[src/rtl/capiano_pkg.sv]
// Shared camera-piano definitions.
// Holds the frame geometry, the RGB565 field positions, the key detector
// state type, and the luma helper used by the pixel classifier.
package capiano_pkg;

    localparam int PIX_W   = 16;
    localparam int FRAME_W = 640;
    localparam int FRAME_H = 480;

    localparam int R_MSB = 15;
    localparam int R_LSB = 11;
    localparam int G_MSB = 10;
    localparam int G_LSB = 5;
    localparam int B_MSB = 4;
    localparam int B_LSB = 0;

    typedef enum logic [1:0] {
        KD_IDLE  = 2'd0,
        KD_COUNT = 2'd1,
        KD_EVAL  = 2'd2
    } kd_state_t;

    // Green is 6 bits and red/blue are 5, so red is doubled to weigh roughly
    // like green. The largest possible sum is 62 + 63 + 31 = 156.
    function automatic logic [7:0] rgb565_luma(input logic [PIX_W-1:0] p);
        return {2'b00, p[R_MSB:R_LSB], 1'b0}
             + {2'b00, p[G_MSB:G_LSB]}
             + {3'b000, p[B_MSB:B_LSB]};
    endfunction

endpackage

[src/rtl/key_detector_if.sv]
// Pixel stream in / key results out for the key detector.
// master: the pixel source, which also consumes the key results.
// slave : the key detector.
//   pix_valid, pix_data, sof, eol, eof : RGB565 stream with frame/line markers
//   key_mask, key_onset, key_valid     : pressed keys, new presses, update strobe
//   debug_out                          : seven-segment debug word
interface key_detector_if #(
    parameter int NUM_KEYS = 8
);
    import capiano_pkg::*;

    logic                 pix_valid;
    logic [PIX_W-1:0]     pix_data;
    logic                 sof;
    logic                 eol;
    logic                 eof;
    logic [NUM_KEYS-1:0]  key_mask;
    logic [NUM_KEYS-1:0]  key_onset;
    logic                 key_valid;
    logic [15:0]          debug_out;

    modport master (
        output pix_valid, pix_data, sof, eol, eof,
        input  key_mask, key_onset, key_valid, debug_out
    );

    modport slave (
        input  pix_valid, pix_data, sof, eol, eof,
        output key_mask, key_onset, key_valid, debug_out
    );

endinterface

[src/rtl/key_detector_pix_classify.sv]
// pix_classify: registered RGB565 luma and dark decision.
//   clk, rst          : clock, async active-low reset
//   in_valid/pix_data : incoming pixel
//   out_valid         : in_valid delayed one cycle
//   out_dark          : registered (luma < LUMA_TH), only set for valid pixels
module pix_classify
    import capiano_pkg::*;
#(
    parameter int LUMA_TH = 40
) (
    input  logic             clk,
    input  logic             rst,
    input  logic             in_valid,
    input  logic [PIX_W-1:0] pix_data,
    output logic             out_valid,
    output logic             out_dark
);

    logic [7:0] luma;

    assign luma = rgb565_luma(pix_data);

    always_ff @(posedge clk or negedge rst) begin
        if (!rst) begin
            out_valid <= 1'b0;
            out_dark  <= 1'b0;
        end else begin
            out_valid <= in_valid;
            out_dark  <= in_valid && (int'(luma) < LUMA_TH);
        end
    end

endmodule

[src/rtl/key_detector.sv]
// key_detector: counts dark pixels per key column inside the key band and
// publishes a hysteresis-debounced pressed mask at end of frame.
//   clk, rst : clock, async active-low reset
//   bus      : key_detector_if slave (pixel stream in, key results out)
//
// state    | meaning
// KD_IDLE  | no frame open, waiting for sof
// KD_COUNT | frame open, accumulating dark counts
// KD_EVAL  | one cycle: evaluate keys, publish, clear counters
module key_detector
    import capiano_pkg::*;
#(
    parameter int NUM_KEYS  = 8,
    parameter int KEY_W     = 80,
    parameter int ROW_START = 300,
    parameter int ROW_END   = 420,
    parameter int LUMA_TH   = 40,
    parameter int ON_TH     = 1200,
    parameter int OFF_TH    = 800
) (
    input  logic          clk,
    input  logic          rst,
    key_detector_if.slave bus
);

    localparam int          X_LIM_I  = (NUM_KEYS * KEY_W > 1024) ? 1024 : NUM_KEYS * KEY_W;
    localparam logic [10:0] X_LIM    = 11'(X_LIM_I);
    localparam logic [9:0]  ROW_LO   = 10'(ROW_START);
    localparam logic [9:0]  ROW_HI   = 10'(ROW_END);
    localparam logic [3:0]  KEY_LAST = 4'(NUM_KEYS - 1);
    localparam logic [9:0]  OFF_LAST = 10'(KEY_W - 1);
    localparam logic [15:0] ON_T     = 16'(ON_TH);
    localparam logic [15:0] OFF_T    = 16'(OFF_TH);

    // Stage 0: position of the current pixel. The counters hold the position
    // of the next pixel; sof overrides them to the origin.
    logic [9:0] x_cnt, y_cnt, koff_cnt;
    logic [3:0] kidx_cnt;
    logic [9:0] x_cur, y_cur, koff_cur;
    logic [3:0] kidx_cur;
    logic       in_win;

    always_comb begin
        x_cur    = bus.sof ? 10'd0 : x_cnt;
        y_cur    = bus.sof ? 10'd0 : y_cnt;
        koff_cur = bus.sof ? 10'd0 : koff_cnt;
        kidx_cur = bus.sof ? 4'd0  : kidx_cnt;
        in_win   = ({1'b0, x_cur} < X_LIM) && (y_cur >= ROW_LO) && (y_cur <= ROW_HI);
    end

    // Key index is tracked incrementally alongside x instead of dividing.
    // Past the last key it parks on KEY_LAST; those pixels fail the x window.
    always_ff @(posedge clk or negedge rst) begin
        if (!rst) begin
            x_cnt    <= '0;
            y_cnt    <= '0;
            koff_cnt <= '0;
            kidx_cnt <= '0;
        end else if (bus.pix_valid) begin
            if (bus.eol) begin
                x_cnt    <= '0;
                koff_cnt <= '0;
                kidx_cnt <= '0;
                y_cnt    <= (y_cur == 10'h3FF) ? y_cur : y_cur + 10'd1;
            end else begin
                x_cnt <= (x_cur == 10'h3FF) ? x_cur : x_cur + 10'd1;
                y_cnt <= y_cur;
                if (koff_cur == OFF_LAST) begin
                    koff_cnt <= '0;
                    kidx_cnt <= (kidx_cur == KEY_LAST) ? kidx_cur : kidx_cur + 4'd1;
                end else begin
                    koff_cnt <= koff_cur + 10'd1;
                    kidx_cnt <= kidx_cur;
                end
            end
        end
    end

    // Stage 1: classified pixel plus its markers and key position.
    logic       s1_valid, s1_dark, s1_sof, s1_eof, s1_win;
    logic [3:0] s1_key;

    pix_classify #(.LUMA_TH(LUMA_TH)) u_classify (
        .clk       (clk),
        .rst       (rst),
        .in_valid  (bus.pix_valid),
        .pix_data  (bus.pix_data),
        .out_valid (s1_valid),
        .out_dark  (s1_dark)
    );

    always_ff @(posedge clk or negedge rst) begin
        if (!rst) begin
            s1_sof <= 1'b0;
            s1_eof <= 1'b0;
            s1_win <= 1'b0;
            s1_key <= '0;
        end else begin
            s1_sof <= bus.pix_valid & bus.sof;
            s1_eof <= bus.pix_valid & bus.eof;
            s1_win <= in_win;
            s1_key <= kidx_cur;
        end
    end

    // Stage 2: accumulate and evaluate.
    kd_state_t            state;
    logic [3:0]           frame_cnt;
    logic [15:0]          cnt     [NUM_KEYS];
    logic [15:0]          cnt_nxt [NUM_KEYS];
    logic                 frame_active, hit, restart;
    logic [NUM_KEYS-1:0]  eval_mask;
    logic [15:0]          best_cnt;
    logic [3:0]           best_idx;
    logic [3:0]           mask4;

    assign frame_active = (state == KD_COUNT);
    assign hit          = s1_valid && (s1_sof || frame_active) && s1_dark && s1_win;
    // EVAL clears the counters it has just read; a sof pixel in that same
    // cycle lands in the cleared set. A sof mid-frame discards partial counts.
    assign restart      = (state == KD_EVAL) || (s1_valid && s1_sof);

    always_comb begin
        for (int k = 0; k < NUM_KEYS; k++) begin
            cnt_nxt[k] = restart ? 16'd0 : cnt[k];
            if (hit && (s1_key == 4'(k)) && (cnt_nxt[k] != 16'hFFFF))
                cnt_nxt[k] = cnt_nxt[k] + 16'd1;
        end
    end

    always_comb begin
        eval_mask = '0;
        best_cnt  = cnt[0];
        best_idx  = '0;
        for (int k = 0; k < NUM_KEYS; k++)
            eval_mask[k] = bus.key_mask[k] ? (cnt[k] >= OFF_T) : (cnt[k] >= ON_T);
        // Strict compare keeps the lowest index on ties.
        for (int k = 1; k < NUM_KEYS; k++) begin
            if (cnt[k] > best_cnt) begin
                best_cnt = cnt[k];
                best_idx = 4'(k);
            end
        end
        mask4 = '0;
        for (int i = 0; i < 4; i++)
            if (i < NUM_KEYS) mask4[i] = eval_mask[i];
    end

    always_ff @(posedge clk or negedge rst) begin
        if (!rst) begin
            state         <= KD_IDLE;
            frame_cnt     <= '0;
            for (int k = 0; k < NUM_KEYS; k++) cnt[k] <= '0;
            bus.key_mask  <= '0;
            bus.key_onset <= '0;
            bus.key_valid <= 1'b0;
            bus.debug_out <= '0;
        end else begin
            bus.key_valid <= 1'b0;
            bus.key_onset <= '0;
            for (int k = 0; k < NUM_KEYS; k++) cnt[k] <= cnt_nxt[k];
            case (state)
                KD_IDLE: begin
                    if (s1_valid && s1_sof) state <= s1_eof ? KD_EVAL : KD_COUNT;
                end
                KD_COUNT: begin
                    if (s1_valid && s1_eof) state <= KD_EVAL;
                end
                KD_EVAL: begin
                    bus.key_mask  <= eval_mask;
                    bus.key_onset <= eval_mask & ~bus.key_mask;
                    bus.key_valid <= 1'b1;
                    frame_cnt     <= frame_cnt + 4'd1;
                    bus.debug_out <= {frame_cnt + 4'd1, 4'h0, best_idx, mask4};
                    if (s1_valid && s1_sof) state <= s1_eof ? KD_EVAL : KD_COUNT;
                    else                    state <= KD_IDLE;
                end
                default: state <= KD_IDLE;
            endcase
        end
    end

endmodule

[src/flat_wrapper.sv]
// flat-port wrapper written by rule: the top's interface ports become plain ports
module key_detector_flat import capiano_pkg::*;
#(
    parameter int NUM_KEYS  = 8,
    parameter int KEY_W     = 80,
    parameter int ROW_START = 300,
    parameter int ROW_END   = 420,
    parameter int LUMA_TH   = 40,
    parameter int ON_TH     = 1200,
    parameter int OFF_TH    = 800
)
  (clk, rst, bus_pix_valid, bus_pix_data, bus_sof, bus_eol, bus_eof, bus_key_mask, bus_key_onset, bus_key_valid, bus_debug_out);
  key_detector_if #(.NUM_KEYS(NUM_KEYS)) bus_i ();
  input  logic clk;
  input  logic rst;
  input wire logic [$bits(bus_i.pix_valid)-1:0] bus_pix_valid;
  input wire logic [$bits(bus_i.pix_data)-1:0] bus_pix_data;
  input wire logic [$bits(bus_i.sof)-1:0] bus_sof;
  input wire logic [$bits(bus_i.eol)-1:0] bus_eol;
  input wire logic [$bits(bus_i.eof)-1:0] bus_eof;
  output wire logic [$bits(bus_i.key_mask)-1:0] bus_key_mask;
  output wire logic [$bits(bus_i.key_onset)-1:0] bus_key_onset;
  output wire logic [$bits(bus_i.key_valid)-1:0] bus_key_valid;
  output wire logic [$bits(bus_i.debug_out)-1:0] bus_debug_out;
  assign bus_i.pix_valid = bus_pix_valid;
  assign bus_i.pix_data = bus_pix_data;
  assign bus_i.sof = bus_sof;
  assign bus_i.eol = bus_eol;
  assign bus_i.eof = bus_eof;
  assign bus_key_mask = bus_i.key_mask;
  assign bus_key_onset = bus_i.key_onset;
  assign bus_key_valid = bus_i.key_valid;
  assign bus_debug_out = bus_i.debug_out;
  key_detector #(.NUM_KEYS(NUM_KEYS), .KEY_W(KEY_W), .ROW_START(ROW_START), .ROW_END(ROW_END), .LUMA_TH(LUMA_TH), .ON_TH(ON_TH), .OFF_TH(OFF_TH)) u_core (.clk(clk), .rst(rst), .bus(bus_i));
endmodule
[config.mk]
export PLATFORM = sky130hd
export DESIGN_NAME = key_detector_flat
export DESIGN_NICKNAME = d
export VERILOG_FILES = /design/src/rtl/capiano_pkg.sv /design/src/rtl/key_detector_if.sv /design/src/rtl/key_detector_pix_classify.sv /design/src/rtl/key_detector.sv /design/src/flat_wrapper.sv
export SDC_FILE = /design/constraint.sdc
export NUM_CORES = 1
export LEC_CHECK = 0
export CAP_MARGIN = 25
export CORE_MARGIN = 1.5
export CORE_UTILIZATION = 57
export DETAILED_ROUTE_END_ITERATION = 6
export PLACE_DENSITY = 0.79
export SETUP_SLACK_MARGIN = 0.4
export SYNTH_ARGS = -nofsm -noshare
export SYNTH_HDL_FRONTEND = slang
export SYNTH_SLANG_ARGS = --single-unit
[constraint.sdc]
create_clock -name clk -period 14.95 [get_ports clk]
set_clock_uncertainty 0.15 [all_clocks]
set_input_delay 2.99 -clock clk [delete_from_list [all_inputs] [get_ports clk]]
set_output_delay 2.99 -clock clk [all_outputs]
set_load 0.1 [all_outputs]
==> qor_table.md <==
| Step | Item | Reported |
|---|---|---|
| cells and area | Nets | 1919 |
| yosys | Main area contributors after synthesis | sky130_fd_sc_hd__dfrtp_1, sky130_fd_sc_hd__ha_1, sky130_fd_sc_hd__nand2_1 |
| clock network | Clock tree from TritonCTS | built |
| run status | Violated checks | setup timing |
| detailed routing | Number of detailed-routing iterations run before antenna repair | 7 |
| yosys | Cells after Synth | 1660 |
| pwr | Power per cell area | 67.5 mW/mm2 |
| sta | Setup repair after global routing missed its margin | true |
| clock network | Clock insertion delay at the later pin of the skew report | 460 ps |
| min path | Worst hold path cell count | 1 |
| detailed routing | Average vias per placed instance | 6.59 |
| setup path | Reg-to-reg slack, setup | -470 ps |
| clock network | Root buf cell | sky130_fd_sc_hd__clkbuf_16 |
| detailed routing | Number of vias in the routed layout | 13853 |
| clock network | Clock sink count | 197 |
| setup path | Data arrival time at the worst-slack endpoint | 15610 ps |
| min path | Worst Min Path Start | u_core.bus.debug_out[15] |
| floorplan | Initial Utilization | 58.5% |
| setup path | Critical Setup Path Class | flop to flop |
| placed design | RD Place Congestion | 0.991 |
| sta | Sum Neg Setup Slack | -1040 ps |
| setup path | Startpoint of the worst register-to-register path | u_core.cnt[120] |
| min path | Worst min path class | flop to flop |
| sta | Highest achievable clock rate | 64.8 MHz |
| detailed routing | Routed WL | 44.3 mm |
| run status | Result of the run | finished, violations left |
| global routing | Maximum number of pins on one net before global-route repair | 122 |
| sta | Slew of the pin with the lowest slew margin | 1150 ps |
| floorplan | # rows | 57 |
| sta | Clock period minus worst slack | 15420 ps |
| yosys | Number of enable-type register cells in the synthesized netlist | 0 |
| floorplan | CORE AREA | 0.0245 mm2 |
| yosys | Top flip-flop cell by instance count after synthesis | sky130_fd_sc_hd__dfrtp_1 |
| detailed routing | Detail-routed net length per standard cell | 21.1 um |
| clock network | Total clock buffers created by CTS | 17 |
| sta | # setup viols final | 3 |
| setup path | Worst Path Max Fanout | 8 |
| placed design | Final HPWL from detailed placement | 26.7 mm |
| sta | Final worst path period share | 103% |
| yosys | Synthesized area per cell | 8.65 um2 |
| floorplan | Overall die width | 162 um |
| cells and area | Share of layout cells above drive strength 1 | 17.7% |
| yosys | Portion of synthesized cell area occupied by the leading cell type | 34.3% |
| clock network | CTS H-Tree Depth | 4 |
| placed design | Placed Instances | 2026 |
| placed design | Count of port buffers added during placement | 49 |
| detailed routing | Number of nets still failing antenna checks after routing | 0 |
| cells and area | Area Growth Syn to Fin | 22.0% |
| yosys | Syn Std Cell Area | 0.0144 mm2 |
| yosys | Number of synthesized register bits | 197 |
| setup path | Critical path capture point type | flop |
| min path | Worst-case hold path end point | u_core.bus.debug_out[15] |
| detailed routing | DR iter-0 viols | 1798 |
| setup path | Library cell appearing most often on the critical path | sky130_fd_sc_hd__o21a_1 |
| clock network | Clock transition at the registers of the reported paths | 80 ps |
| global routing | Initial antenna violation count | 2 |
| clock network | Worst-case clock buffer depth | 2 |
| sta | Max Slew Vio Count | 0 |
| yosys | Count of yosys warnings during synthesis | 0 |
| cells and area | Post-route insts no fill | 2102 |
| setup path | Startpoint class of the critical path | flop |
| sta | Max-slew headroom at the worst pin | 23.1% |
| setup path | Slowest stage delay, CP | 710 ps |
| floorplan | Die span in y | 162 um |
| sta | Final hold violation count | 0 |
| clock network | CTS Hold Bufs | 0 |
| setup path | Slowest cell on the critical path | sky130_fd_sc_hd__nor3_1 |
| setup path | Register-to-Register Path Depth | 73 |
| global routing | Overflow after GRT | 0 |
| floorplan | Die outline area | 0.0261 mm2 |
| floorplan | IO Count | 55 |
| global routing | Global-route wire length before repair | 61.8 mm |
| detailed routing | Number of remaining DRC errors | 0 |
| yosys | Post-synth top area cell | sky130_fd_sc_hd__dfrtp_1 |
| global routing | GRT Resource Usage Total | 29.2% |
| setup path | Crit Reg-Reg Endpoint | u_core.bus.debug_out[6] |
| global routing | Number of global-route vias before repair | 12346 |
| setup path | Worst endpoint required time | 15140 ps |
| pwr | Worst IR Drop VDD | 81.1 uV |
| pwr | Static Leakage | 0.00781 uW |
| yosys | Proportion of synthesized chip area in sequential cells | 34.3% |
| sta | Least setup slack across all paths after layout | -470 ps |
| flow run | Count of maximum capacitance violations | 0 |
| yosys | Number of distinct standard cells referenced by the synthesized netlist | 72 |
| yosys | Post-synth ARST share | 100% |
[where the power goes]
part	internal [uW]	total [uW]	switching, uW
clock	236	469	233
combinational	40.5	157	117
sequential	545	556	11.7
total	821	1180	362
[Yosys cell counts (4+ instances only)]
master                     number
sky130_fd_sc_hd__a211o_1        5
sky130_fd_sc_hd__a211oi_1      16
sky130_fd_sc_hd__a21boi_0      22
sky130_fd_sc_hd__a21o_1        31
sky130_fd_sc_hd__a21oi_1       93
sky130_fd_sc_hd__a31oi_1        8
sky130_fd_sc_hd__a32o_1         5
sky130_fd_sc_hd__and2_1         9
sky130_fd_sc_hd__and3_1        24
sky130_fd_sc_hd__and4_1        12
sky130_fd_sc_hd__buf_4         11
sky130_fd_sc_hd__clkbuf_1      48
sky130_fd_sc_hd__dfrtp_1      197
sky130_fd_sc_hd__ha_1         131
sky130_fd_sc_hd__inv_1        100
sky130_fd_sc_hd__mux2_2        12
sky130_fd_sc_hd__mux2i_1       41
sky130_fd_sc_hd__nand2_1      175
sky130_fd_sc_hd__nand2b_1      21
sky130_fd_sc_hd__nand3_1       68
sky130_fd_sc_hd__nand4_1       60
sky130_fd_sc_hd__nor2_1       153
sky130_fd_sc_hd__nor2b_1       25
sky130_fd_sc_hd__nor3_1        49
sky130_fd_sc_hd__nor3b_1        7
sky130_fd_sc_hd__nor4_1        12
sky130_fd_sc_hd__o211ai_1       4
sky130_fd_sc_hd__o21a_1        15
sky130_fd_sc_hd__o21ai_0       49
sky130_fd_sc_hd__o22ai_1       15
sky130_fd_sc_hd__o311ai_0       5
sky130_fd_sc_hd__o31ai_1       20
sky130_fd_sc_hd__o32a_1         4
sky130_fd_sc_hd__or2_2         19
sky130_fd_sc_hd__or3_1         10
sky130_fd_sc_hd__or4_1          9
sky130_fd_sc_hd__xnor2_1       64
sky130_fd_sc_hd__xor2_1        62
[what timing repair did]
action                                  in CTS  in global routing
endpoints found under the hold margin        0                  0
pin swaps                                    4                 57
resized for setup                           37                196
buffers inserted                             5                 30
endpoints found under the setup margin       3                  3
cloned                                       2                  5
[through the flow]
| stage | hold WS [ps] | utilization (%) | worst slack (ps) | cell area (um2) | total power [uW] |
|---|---|---|---|---|---|
| global placement | 311 | 62.8 | 40.2 | 15400 | 720 |
| finish | 329 | 71.4 | -470 | 17500 | 1180 |
| CTS | 338 | 65.9 | 413 | 16200 | 1180 |
| detailed placement | 328 | 62.8 | -497 | 15400 | 723 |
| floorplan | 301 | - | 401 | 14400 | 672 |
| global route | 361 | 71.4 | -771 | 17500 | 1220 |
[critical path: cells and delay by family, from the launching register on]
kind                       cells  cell delay [ps]
DFF                            1              380
muxes                          3              980
adders and majority gates      7             2000
buffers and inverters          9             1160
and+or+nand+nor               15             3330
AOI/OAI and AO/OA             39             7250
[metal layers]
metal	track usage, %	share of wire (%)	vias up	routed length [um]
met5	0	0.029	-	13
met4	10.3	5.5	2	2430
met3	4.42	9.3	231	4110
met2	47.4	46	881	20600
met1	39.9	39	6625	17200
li1	-	-	6114	-
[state kept, by name (all words and copies together) (netlist names), 4 cells and up]
register,cells
u_core.cnt,128
u_core.koff_cnt,10
u_core.x_cnt,10
u_core.y_cnt,10
u_core.bus.key_mask,8
u_core.bus.key_onset,8
u_core.bus.debug_out,4
u_core.kidx_cnt,4
u_core.s1_key,4
[cell families (layout without fill, tap and decap cells)]
family	Yosys count	after routing	share of synthesized area (%)
multiplexers	56	56	4.11
adder cells (fa/ha/maj)	132	132	11.6
AO/OA/AOI/OAI	322	323	14.8
buffers and inverters	162	272	4.58
flip-flops	197	197	34.3
AND/OR/NAND/NOR	664	666	22.9
other	1	6	0.0261
XOR/XNOR	126	126	7.69
[cell usage in the layout, fill, tap and decap left out, types with 13 or more instances in the layout]
cell	count
sky130_fd_sc_hd__nor2_1	148
sky130_fd_sc_hd__nand2b_1	20
sky130_fd_sc_hd__o22ai_1	15
sky130_fd_sc_hd__or2_4	13
sky130_fd_sc_hd__and3_1	23
sky130_fd_sc_hd__nand2_1	171
sky130_fd_sc_hd__inv_1	94
sky130_fd_sc_hd__nor2b_1	20
sky130_fd_sc_hd__ha_4	21
sky130_fd_sc_hd__dfrtp_1	196
sky130_fd_sc_hd__a21o_1	29
sky130_fd_sc_hd__o21a_1	15
sky130_fd_sc_hd__nand4_1	60
sky130_fd_sc_hd__clkdlybuf4s50_1	48
sky130_fd_sc_hd__buf_4	76
sky130_fd_sc_hd__nand3_1	65
sky130_fd_sc_hd__a21oi_2	20
sky130_fd_sc_hd__xnor2_1	64
sky130_fd_sc_hd__a211oi_1	13
sky130_fd_sc_hd__mux2i_1	29
sky130_fd_sc_hd__o21ai_0	41
sky130_fd_sc_hd__clkbuf_16	20
sky130_fd_sc_hd__ha_1	108
sky130_fd_sc_hd__a21oi_1	71
sky130_fd_sc_hd__xor2_1	62
sky130_fd_sc_hd__nor3_1	36
[worst max-delay path by stage]
stage,depth (start not counted),slack [ps],from,to
floorplan,78,400,u_core.cnt[111],u_core.bus.debug_out[6]
global placement,71,40,u_core.cnt[126],u_core.bus.debug_out[6]
detailed placement,66,-500,u_core.cnt[109],u_core.bus.debug_out[6]
CTS,74,410,u_core.cnt[127],u_core.bus.debug_out[6]
global route,73,-770,u_core.cnt[120],u_core.bus.debug_out[6]
finish,73,-470,u_core.cnt[120],u_core.bus.debug_out[6]
[layout make-up]
| class | count | area, um2 |
|---|---|---|
| multi-input combinational | 1308 | 9900 |
| fill | 1731 | 7020 |
| sequential | 197 | 4930 |
| timing repair buffer | 141 | 1340 |
| clock buffer | 18 | 429 |
| tap | 324 | 405 |
| inverter | 100 | 375 |
| clock inverter | 13 | 141 |
| antenna | 1 | 2.50 |
Note: power is estimated with default switching activity, not from simulation.
